--- src/rtl/gpr_pkg.sv ---
// Shared constants for the general-purpose register bank: default sizing,
// step direction encodings and read-port slot numbering.
package gpr_pkg;

  localparam int DEFAULT_DATA_W   = 8;
  localparam int DEFAULT_NUM_REGS = 4;

  // Step direction encodings carried on step_dir
  localparam logic STEP_INC = 1'b0;
  localparam logic STEP_DEC = 1'b1;

  // Read-port slots inside the bank
  localparam int NUM_RD_PORTS = 3;
  localparam int RD_MAIN      = 0;
  localparam int RD_LHS       = 1;
  localparam int RD_RHS       = 2;

  // True when a register index addresses an implemented register
  function automatic logic idx_ok(input int unsigned idx, input int unsigned num_regs);
    return idx < num_regs;
  endfunction

endpackage

--- src/rtl/gpr_read_port.sv ---
// One registered read port of the register bank. Selects the post-edge value
// of the addressed register (write data, then step result, then stored value)
// and registers it; a disabled or out-of-range request yields zero.
module gpr_read_port
  import gpr_pkg::*;
#(
  parameter int DATA_W   = DEFAULT_DATA_W,
  parameter int NUM_REGS = DEFAULT_NUM_REGS,
  localparam int IDX_W   = $clog2(NUM_REGS)
) (
  input  logic              clk,
  input  logic              rst,
  input  logic              rd_en,
  input  logic [IDX_W-1:0]  rd_sel,
  input  logic [DATA_W-1:0] regs [NUM_REGS],
  input  logic              wr_ok,
  input  logic [IDX_W-1:0]  wr_sel,
  input  logic [DATA_W-1:0] wr_data,
  input  logic              step_ok,
  input  logic [IDX_W-1:0]  step_sel,
  input  logic [DATA_W-1:0] step_data,
  output logic [DATA_W-1:0] rd_data
);

  logic [DATA_W-1:0] rd_next;
  logic [DATA_W-1:0] rd_data_reg;

  // Forwarding mux: the value the addressed register will hold after this edge
  always_comb begin
    rd_next = '0;
    if (rd_en && idx_ok(32'(rd_sel), NUM_REGS)) begin
      if (wr_ok && (wr_sel == rd_sel)) begin
        rd_next = wr_data;
      end else if (step_ok && (step_sel == rd_sel)) begin
        rd_next = step_data;
      end else begin
        rd_next = regs[rd_sel];
      end
    end
  end

  // Output stage: one-cycle read latency, zero when not requested
  always_ff @(posedge clk) begin
    if (rst) begin
      rd_data_reg <= '0;
    end else begin
      rd_data_reg <= rd_next;
    end
  end

  assign rd_data = rd_data_reg;

endmodule

--- src/rtl/gpr_bank.sv ---
// Parametrised general-purpose register bank: one load port from the main bus,
// an in-place increment/decrement port with zero flag, and three registered,
// write-forwarding read ports (main bus, ALU LHS, ALU RHS).
module gpr_bank
  import gpr_pkg::*;
#(
  parameter int DATA_W   = DEFAULT_DATA_W,
  parameter int NUM_REGS = DEFAULT_NUM_REGS,
  localparam int IDX_W   = $clog2(NUM_REGS)
) (
  input  logic              clk,
  input  logic              rst,
  input  logic [DATA_W-1:0] main_in,
  input  logic              wr_en,
  input  logic [IDX_W-1:0]  wr_sel,
  input  logic              step_en,
  input  logic              step_dir,
  input  logic [IDX_W-1:0]  step_sel,
  input  logic              main_rd_en,
  input  logic [IDX_W-1:0]  main_rd_sel,
  input  logic              lhs_en,
  input  logic [IDX_W-1:0]  lhs_sel,
  input  logic              rhs_en,
  input  logic [IDX_W-1:0]  rhs_sel,
  output logic [DATA_W-1:0] main_out,
  output logic              main_valid,
  output logic [DATA_W-1:0] lhs_out,
  output logic [DATA_W-1:0] rhs_out,
  output logic              step_zero,
  output logic              sel_err
);

  logic [DATA_W-1:0] regs_reg [NUM_REGS];

  logic              wr_ok;
  logic              step_in_range;
  logic              step_collide;
  logic              step_ok;
  logic [DATA_W-1:0] step_cur;
  logic [DATA_W-1:0] step_data;
  logic              sel_bad;

  logic              main_valid_reg;
  logic              step_zero_reg;
  logic              sel_err_reg;

  logic              rd_en_vec   [NUM_RD_PORTS];
  logic [IDX_W-1:0]  rd_sel_vec  [NUM_RD_PORTS];
  logic [DATA_W-1:0] rd_data_vec [NUM_RD_PORTS];

  // Qualify requests: out-of-range indices are dropped, a write beats a step
  // aimed at the same register
  always_comb begin
    wr_ok         = wr_en && idx_ok(32'(wr_sel), NUM_REGS);
    step_in_range = step_en && idx_ok(32'(step_sel), NUM_REGS);
    step_collide  = step_in_range && wr_ok && (wr_sel == step_sel);
    step_ok       = step_in_range && !step_collide;
    step_cur      = step_in_range ? regs_reg[step_sel] : '0;
    step_data     = (step_dir == STEP_DEC) ? (step_cur - DATA_W'(1))
                                           : (step_cur + DATA_W'(1));
    sel_bad       = (wr_en      && !idx_ok(32'(wr_sel),      NUM_REGS)) ||
                    (step_en    && !idx_ok(32'(step_sel),    NUM_REGS)) ||
                    (main_rd_en && !idx_ok(32'(main_rd_sel), NUM_REGS)) ||
                    (lhs_en     && !idx_ok(32'(lhs_sel),     NUM_REGS)) ||
                    (rhs_en     && !idx_ok(32'(rhs_sel),     NUM_REGS));
  end

  genvar gi;
  generate
    for (gi = 0; gi < NUM_REGS; gi++) begin : g_reg
      // Register gi: load from the main bus, else step in place, else hold
      always_ff @(posedge clk) begin
        if (rst) begin
          regs_reg[gi] <= '0;
        end else if (wr_ok && (wr_sel == IDX_W'(gi))) begin
          regs_reg[gi] <= main_in;
        end else if (step_ok && (step_sel == IDX_W'(gi))) begin
          regs_reg[gi] <= step_data;
        end
      end
    end
  endgenerate

  assign rd_en_vec[RD_MAIN]  = main_rd_en;
  assign rd_sel_vec[RD_MAIN] = main_rd_sel;
  assign rd_en_vec[RD_LHS]   = lhs_en;
  assign rd_sel_vec[RD_LHS]  = lhs_sel;
  assign rd_en_vec[RD_RHS]   = rhs_en;
  assign rd_sel_vec[RD_RHS]  = rhs_sel;

  generate
    for (gi = 0; gi < NUM_RD_PORTS; gi++) begin : g_rd
      gpr_read_port #(
        .DATA_W   (DATA_W),
        .NUM_REGS (NUM_REGS)
      ) u_port (
        .clk       (clk),
        .rst       (rst),
        .rd_en     (rd_en_vec[gi]),
        .rd_sel    (rd_sel_vec[gi]),
        .regs      (regs_reg),
        .wr_ok     (wr_ok),
        .wr_sel    (wr_sel),
        .wr_data   (main_in),
        .step_ok   (step_ok),
        .step_sel  (step_sel),
        .step_data (step_data),
        .rd_data   (rd_data_vec[gi])
      );
    end
  endgenerate

  // Status flags: main bus enable, last-step zero flag, sticky index error
  always_ff @(posedge clk) begin
    if (rst) begin
      main_valid_reg <= 1'b0;
      step_zero_reg  <= 1'b0;
      sel_err_reg    <= 1'b0;
    end else begin
      main_valid_reg <= main_rd_en;
      if (step_collide) begin
        step_zero_reg <= 1'b0;
      end else if (step_ok) begin
        step_zero_reg <= (step_data == '0);
      end
      if (sel_bad) begin
        sel_err_reg <= 1'b1;
      end
    end
  end

  assign main_out   = rd_data_vec[RD_MAIN];
  assign lhs_out    = rd_data_vec[RD_LHS];
  assign rhs_out    = rd_data_vec[RD_RHS];
  assign main_valid = main_valid_reg;
  assign step_zero  = step_zero_reg;
  assign sel_err    = sel_err_reg;

endmodule

--- config.mk ---
export PLATFORM = sky130hd
export DESIGN_NAME = gpr_bank
export DESIGN_NICKNAME = d
export VERILOG_FILES = /design/src/rtl/gpr_pkg.sv /design/src/rtl/gpr_read_port.sv /design/src/rtl/gpr_bank.sv
export SDC_FILE = /design/constraint.sdc
export NUM_CORES = 1
export LEC_CHECK = 0
export ABC_AREA = 1
export CORE_MARGIN = 2
export CORE_UTILIZATION = 45
export CTS_BUF_LIST = sky130_fd_sc_hd__clkbuf_2
export DETAILED_ROUTE_END_ITERATION = 10
export PLACE_DENSITY = 0.77
export SETUP_SLACK_MARGIN = 0.02
export SLEW_MARGIN = 10
export SYNTH_ARGS = -nofsm -noshare
export SYNTH_HDL_FRONTEND = slang
export SYNTH_SLANG_ARGS = --single-unit
--- constraint.sdc ---
create_clock -name clk -period 2.8 [get_ports clk]
set_clock_uncertainty 0.1 [all_clocks]
set_input_delay 0.56 -clock clk [delete_from_list [all_inputs] [get_ports clk]]
set_output_delay 0.56 -clock clk [all_outputs]
set_load 0.02 [all_outputs]
# Word level (Yosys, flattened, before mapping)
# Cells that the tools add are included.
[classes]
add_sub_neg = 2
multipliers = 0
div_mod_pow = 0
magnitude_cmp = 4
n_eq_ne = 13
shift = 0
n_mux = 28
bitwise_logic = 7
n_reduce_logical = 29
[ops]
columns = ["cell", "n"]
rows = [
  ["$mux W8", 24],
  ["$bmux W8 S2", 4],
  ["$logic_and A1 B1 Y1", 17],
  ["$eq A2 B2 Y1", 7],
  ["$ge A3 B3 Y1 const B", 4],
  ["$not A2 Y3", 4],
  ["$add A8 B1 Y8 const B", 1],
  ["$eq A2 B2 Y1 const B", 4],
  ["$logic_not A8 Y1", 1],
  ["$reduce_bool A2 Y1", 4],
  ["$reduce_or A2 Y1", 4],
  ["$sub A8 B1 Y8 const B", 1],
  ["$eq A2 B1 Y1 const B", 2],
  ["$logic_not A2 Y1", 2],
  ["$not A1 Y1", 3],
  ["$logic_not A1 Y1", 1],
]
[word_totals]
register_bits = 58
latch_bits = 0
mem_bits_rw = 0
romBits = 0
elab_cells = 92
n_memories = 0

# Depth between registers and ports, before layout
[depth]
ltp_word = 9
mapped_depth = 19

# Hierarchy
# A second synthesis with hierarchy kept.
[unflattened]
hier_cells = 910
hier_area_um2 = 5312.6
[modules_own_cells]
columns = ["module", "n_inst", "cells_per_inst", "area_per_inst_um2"]
rows = [
  ["gpr_read_port", 3, 194, 1047.3],
  ["gpr_bank", 1, 328, 2170.8],
]

# Worst setup path before layout
# No wires, ideal clock.
[synth_timing]
path_kind = "in2reg"
start = "in step_sel[0]"
end = "reg step_zero_reg (netlist: step_zero)"
setup_ns = 0.117
t_arrival_ns = 2.583
t_required_ns = 2.583
path_slack_ns = 0.001
cell_stages = 17
cell_sequence = "buf_6 inv_2 nand2_2 inv_1 nand2_1 o21ai_0 a221oi_1 nor2_1 fa_1 xor2_1 nor2_1 nand3_1 nor2_1 nand3_1 nor2_1 nand3_1 a21oi_1"
[synth_via]
elab_chain_cells = 8
[synth_rtl]
columns = ["element", "line", "source"]
rows = [
  ["from (decl)", "gpr_bank.sv:18", "input logic [IDX_W-1:0] step_sel,"],
  ["$not A2 Y3 (implied by the code)", "gpr_bank.sv:58", "step_cur = step_in_range ? regs_reg[step_sel] : '0;"],
  ["$bmux W8 S2", "gpr_bank.sv:58", ""],
  ["$mux W8 (implied by the code) (2 in series)", "gpr_bank.sv:58", ""],
  ["$mux W8", "gpr_bank.sv:58", ""],
  ["$add A8 B1 Y8 / $sub A8 B1 Y8 (equally long branches)", "gpr_bank.sv:60, gpr_bank.sv:59", ""],
  ["$mux W8", "gpr_bank.sv:59", "step_data = (step_dir == STEP_DEC) ? (step_cur - DATA_W'(1))"],
  ["$logic_not A8 Y1", "gpr_bank.sv:124", "step_zero_reg <= (step_data == '0);"],
  ["to (signal assigned)", "gpr_bank.sv:124", ""],
  ["to (decl)", "gpr_bank.sv:44", "logic step_zero_reg;"],
]
# Several ways; a longest one is shown, not always the timed one. The select of a mux whose other input is x is not followed.
# A chain may end at the register's enable or synchronous reset.

# Final worst setup path
[layout_timing]
start = "in step_sel[0]"
end = "reg g_rd[0].u_port.rd_data_reg[7]"
[layout_via]
elab_chain_cells = 9
[layout_rtl]
columns = ["element", "line", "source"]
rows = [
  ["$not A2 Y3 (implied by the code)", "gpr_bank.sv:58", ""],
  ["$bmux W8 S2", "gpr_bank.sv:58", ""],
  ["$mux W8 (implied by the code) (2 in series)", "gpr_bank.sv:58", ""],
  ["$mux W8", "gpr_bank.sv:58", ""],
  ["$add A8 B1 Y8 / $sub A8 B1 Y8 (equally long branches)", "gpr_bank.sv:60, gpr_bank.sv:59", ""],
  ["$mux W8", "gpr_bank.sv:59", ""],
  ["$mux W8 (*)", "gpr_read_port.sv:34", "end else if (step_ok && (step_sel == rd_sel)) begin"],
  ["$mux W8 (*)", "gpr_read_port.sv:32", "if (wr_ok && (wr_sel == rd_sel)) begin"],
  ["to (signal assigned)", "gpr_read_port.sv:47", "rd_data_reg <= rd_next;"],
  ["to (decl)", "gpr_read_port.sv:26", "logic [DATA_W-1:0] rd_data_reg;"],
]
# Mark *: on every way between the ends. The rest lies on a longest branch, timed or not. The select of a mux whose other input is x is not followed.

==> metrics <==
final number of setup-violating endpoints 0; Hold Path Origin step_zero; number of flip-flops in the largest register 32; clock slew seen by the registers of the worst setup and hold paths 0.20 ns; Clock Sinks 58; Synth area leaders dfxtp_1, nand2_1, a21oi_1; Die Span X roughly 100 um; first-pass GRT wire length 23100 um; final wirelength 14800 um; I/O Buffers around 50; Setup TNS Final 0 ns; Post-Syn Area 4150 sq um; Max rail drop VDD about 0.18 mV; Post-DRT Antenna Nets 0; initial cell density of the core 45.5%; leading area contributor after synthesis dfxtp_1; fin. max-slew vios 0; clk buf depth 2; hold buffer count at CTS 0; worst r2r src regs_reg[22]; worst slack, placed -0.711 ns; sequential area share after synthesis approximately 28%; Yosys reg bits 58; post-CTS setup buffer count 0; GR Overflow Total 0; WP data arrival 2.91 ns; num rows 35; Ys Warns 0; WHS 0.402 ns; R2R Path End g_rd[0].u_port.rd_data[7]; Mapped Cells about 650; RSZ-0062 raised after global routing yes; fmax 388 MHz; full die area 10000 sq um; number of enable flip-flop cells after synthesis 0; DRT Pass-1 Iters 7; antenna diode count 0; total number of vias 4977; Post-route DRC 0; Post-synth top cells nand2_1, a21oi_1, o21ai_0; Boundary Pins 53; max-cap violations 0; area share of the largest cell type after synthesis 28.0%; syn nets 682; Startpoint Class input port; Post-synth ARST share 0%; clock root buffer clkbuf_2; HPWL Detailed approximately 11000 um; vias in the first global route 4516; CTS tree built; WHS Path Cells 2; area delta synth->final 26.0%; Worst-Skew Late Latency 0.55 ns; most common cell in the netlist nand2_1; Post-layout nets roughly 770; hold endpoint step_zero; Final Critical Period between 2 and 3 ns; Worst R2R Setup Slack 0.25 ns; initial DRC count approximately 620; outcome complete, no violations; # H-tree levels 3; r2r worst-path depth 14; kind of critical path in2reg; Mean Syn Cell Area ~6.4 sq um; dpl cell area just over 5000 sq um; power density cells 439 nW/um^2; crit-path max FO 7; core area 9110 sq um; largest net degree at the start of global routing 21; Worst Path Required 3.13 ns; Total GRT Usage 29.7%; TritonCTS Buffers 9; Top FF cell, synth dfxtp_1; CP Capture Type register; Hold Path Class reg2reg; Leakage 2.30 nW; DR WL/cell ~17 um; Period Utilization, post-route 92.0%; Final Hold Violating Endpoints 0; share of cells above drive strength 1 15.0%; Layout fillers about 870; final worst slack 0.225 ns; DR vias/cell 5.85; Yosys cell types 43; die height about 100 um; Placer Congestion about 1.0; initial antenna violation count 0; final instance area 5230 sq um
-- worst max path at each step --
stage | startpoint | endpoint | depth (start not counted)
floorplan | step_sel[1] | step_zero | 15
global placement | step_sel[0] | g_rd[2].u_port.rd_data[7] | 15
detailed placement | step_sel[1] | regs_reg[5] | 17
CTS | step_sel[1] | g_rd[2].u_port.rd_data[5] | 18
global route | step_sel[0] | g_rd[1].u_port.rd_data[5] | 18
finish | step_sel[0] | g_rd[0].u_port.rd_data[7] | 16
-- cell usage in the layout, fill, tap and decap left out, types with 2 or more instances in the layout --
cell / Yosys / layout
nand2_1: 166 / 166
o21ai_0: 65 / 65
a21oi_1: 65 / 64
inv_1: 62 / 62
dfxtp_1: 58 / 58
nor2_1: 51 / 51
clkdlybuf4s50_1: 0 / 49
buf_4: 4 / 46
nand3_1: 22 / 21
a31oi_1: 20 / 20
o22ai_1: 17 / 17
o211ai_1: 15 / 15
inv_2: 12 / 12
clkbuf_2: 0 / 10
o21a_1: 8 / 8
nand2_2: 7 / 7
ha_1: 7 / 7
nand2_4: 5 / 5
a22oi_1: 5 / 5
xor2_1: 5 / 4
a221oi_2: 0 / 3
nor3_1: 3 / 3
nor2_4: 3 / 3
xnor2_1: 3 / 3
clkinv_4: 0 / 3
xnor2_2: 2 / 2
a21oi_2: 1 / 2
clkinv_2: 2 / 2
inv_6: 1 / 2
o21ai_1: 2 / 2
o221ai_1: 2 / 2
bufinv_16: 0 / 2
-- power breakdown --
group          total, mW  switching, mW  leakage (nW)  internal (mW)
registers          0.924         0.0479         0.474          0.876
logic              0.692          0.416          1.74          0.277
clock network      0.677          0.374        0.0827          0.302
total               2.29          0.838          2.30           1.45
-- timing repair --
action	4_1_cts	5_1_grt
pin swaps	1	0
gates resized for setup	4	8
endpoints found under the setup margin	25	26
-- cells by family (layout without fill, tap and decap cells) --
group	after synthesis	count (layout)	share of synthesized area, %
XOR/XNOR	10	10	2.47
AO/OA/AOI/OAI	208	208	28.8
other	1	1	0.0904
AND/OR/NAND/NOR	262	262	27.7
flip-flops	58	58	28.0
buffers and inverters	101	193	10.3
adder cells (fa/ha/maj)	8	8	2.59
-- cell type report --
type	count	area, sq um	area share, %
timing repair buffer	99	882	16.9
clock buffer	9	45.0	0.862
tap	111	139	2.66
clock inverter	7	103	1.96
inverter	78	303	5.79
multi-input combinational	489	2590	49.6
sequential	58	1160	22.2
-- critical path, cell delays in order --
cell	delay, ns
clkdlybuf4s15_1	0.25
buf_6	0.19
nand2_4	0.08
inv_1	0.09
a221oi_2	0.33
nor2_1	0.07
ha_1	0.33
nand2_1	0.10
nor2_1	0.05
a211oi_1	0.19
buf_4	0.17
nand2_1	0.07
nand2_1	0.19
nand3_1	0.10
nand2_1	0.07
a21oi_1	0.06
-- metrics by stage --
stage | power (mW) | cells | util [%]
3_3_place_gp | 1.59 | 835 | 55.4
4_1_cts | 2.27 | 851 | 57.1
3_5_place_dp | 1.61 | 835 | 55.4
5_1_grt | 2.38 | 851 | 57.4
6_report | 2.29 | 851 | 57.4
2_1_floorplan | 1.33 | 648 | -
-- routing by layer --
metal | GRT usage [%] | vias to the layer above | part of all wire (%)
met4 | 17.5 | 0 | 5.4
met2 | 50.9 | 341 | 47
met3 | 4.18 | 67 | 10
met1 | 35.2 | 2215 | 37
met5 | 0 | - | 0
li1 | - | 2354 | -
(Power assumes the default switching activity.)
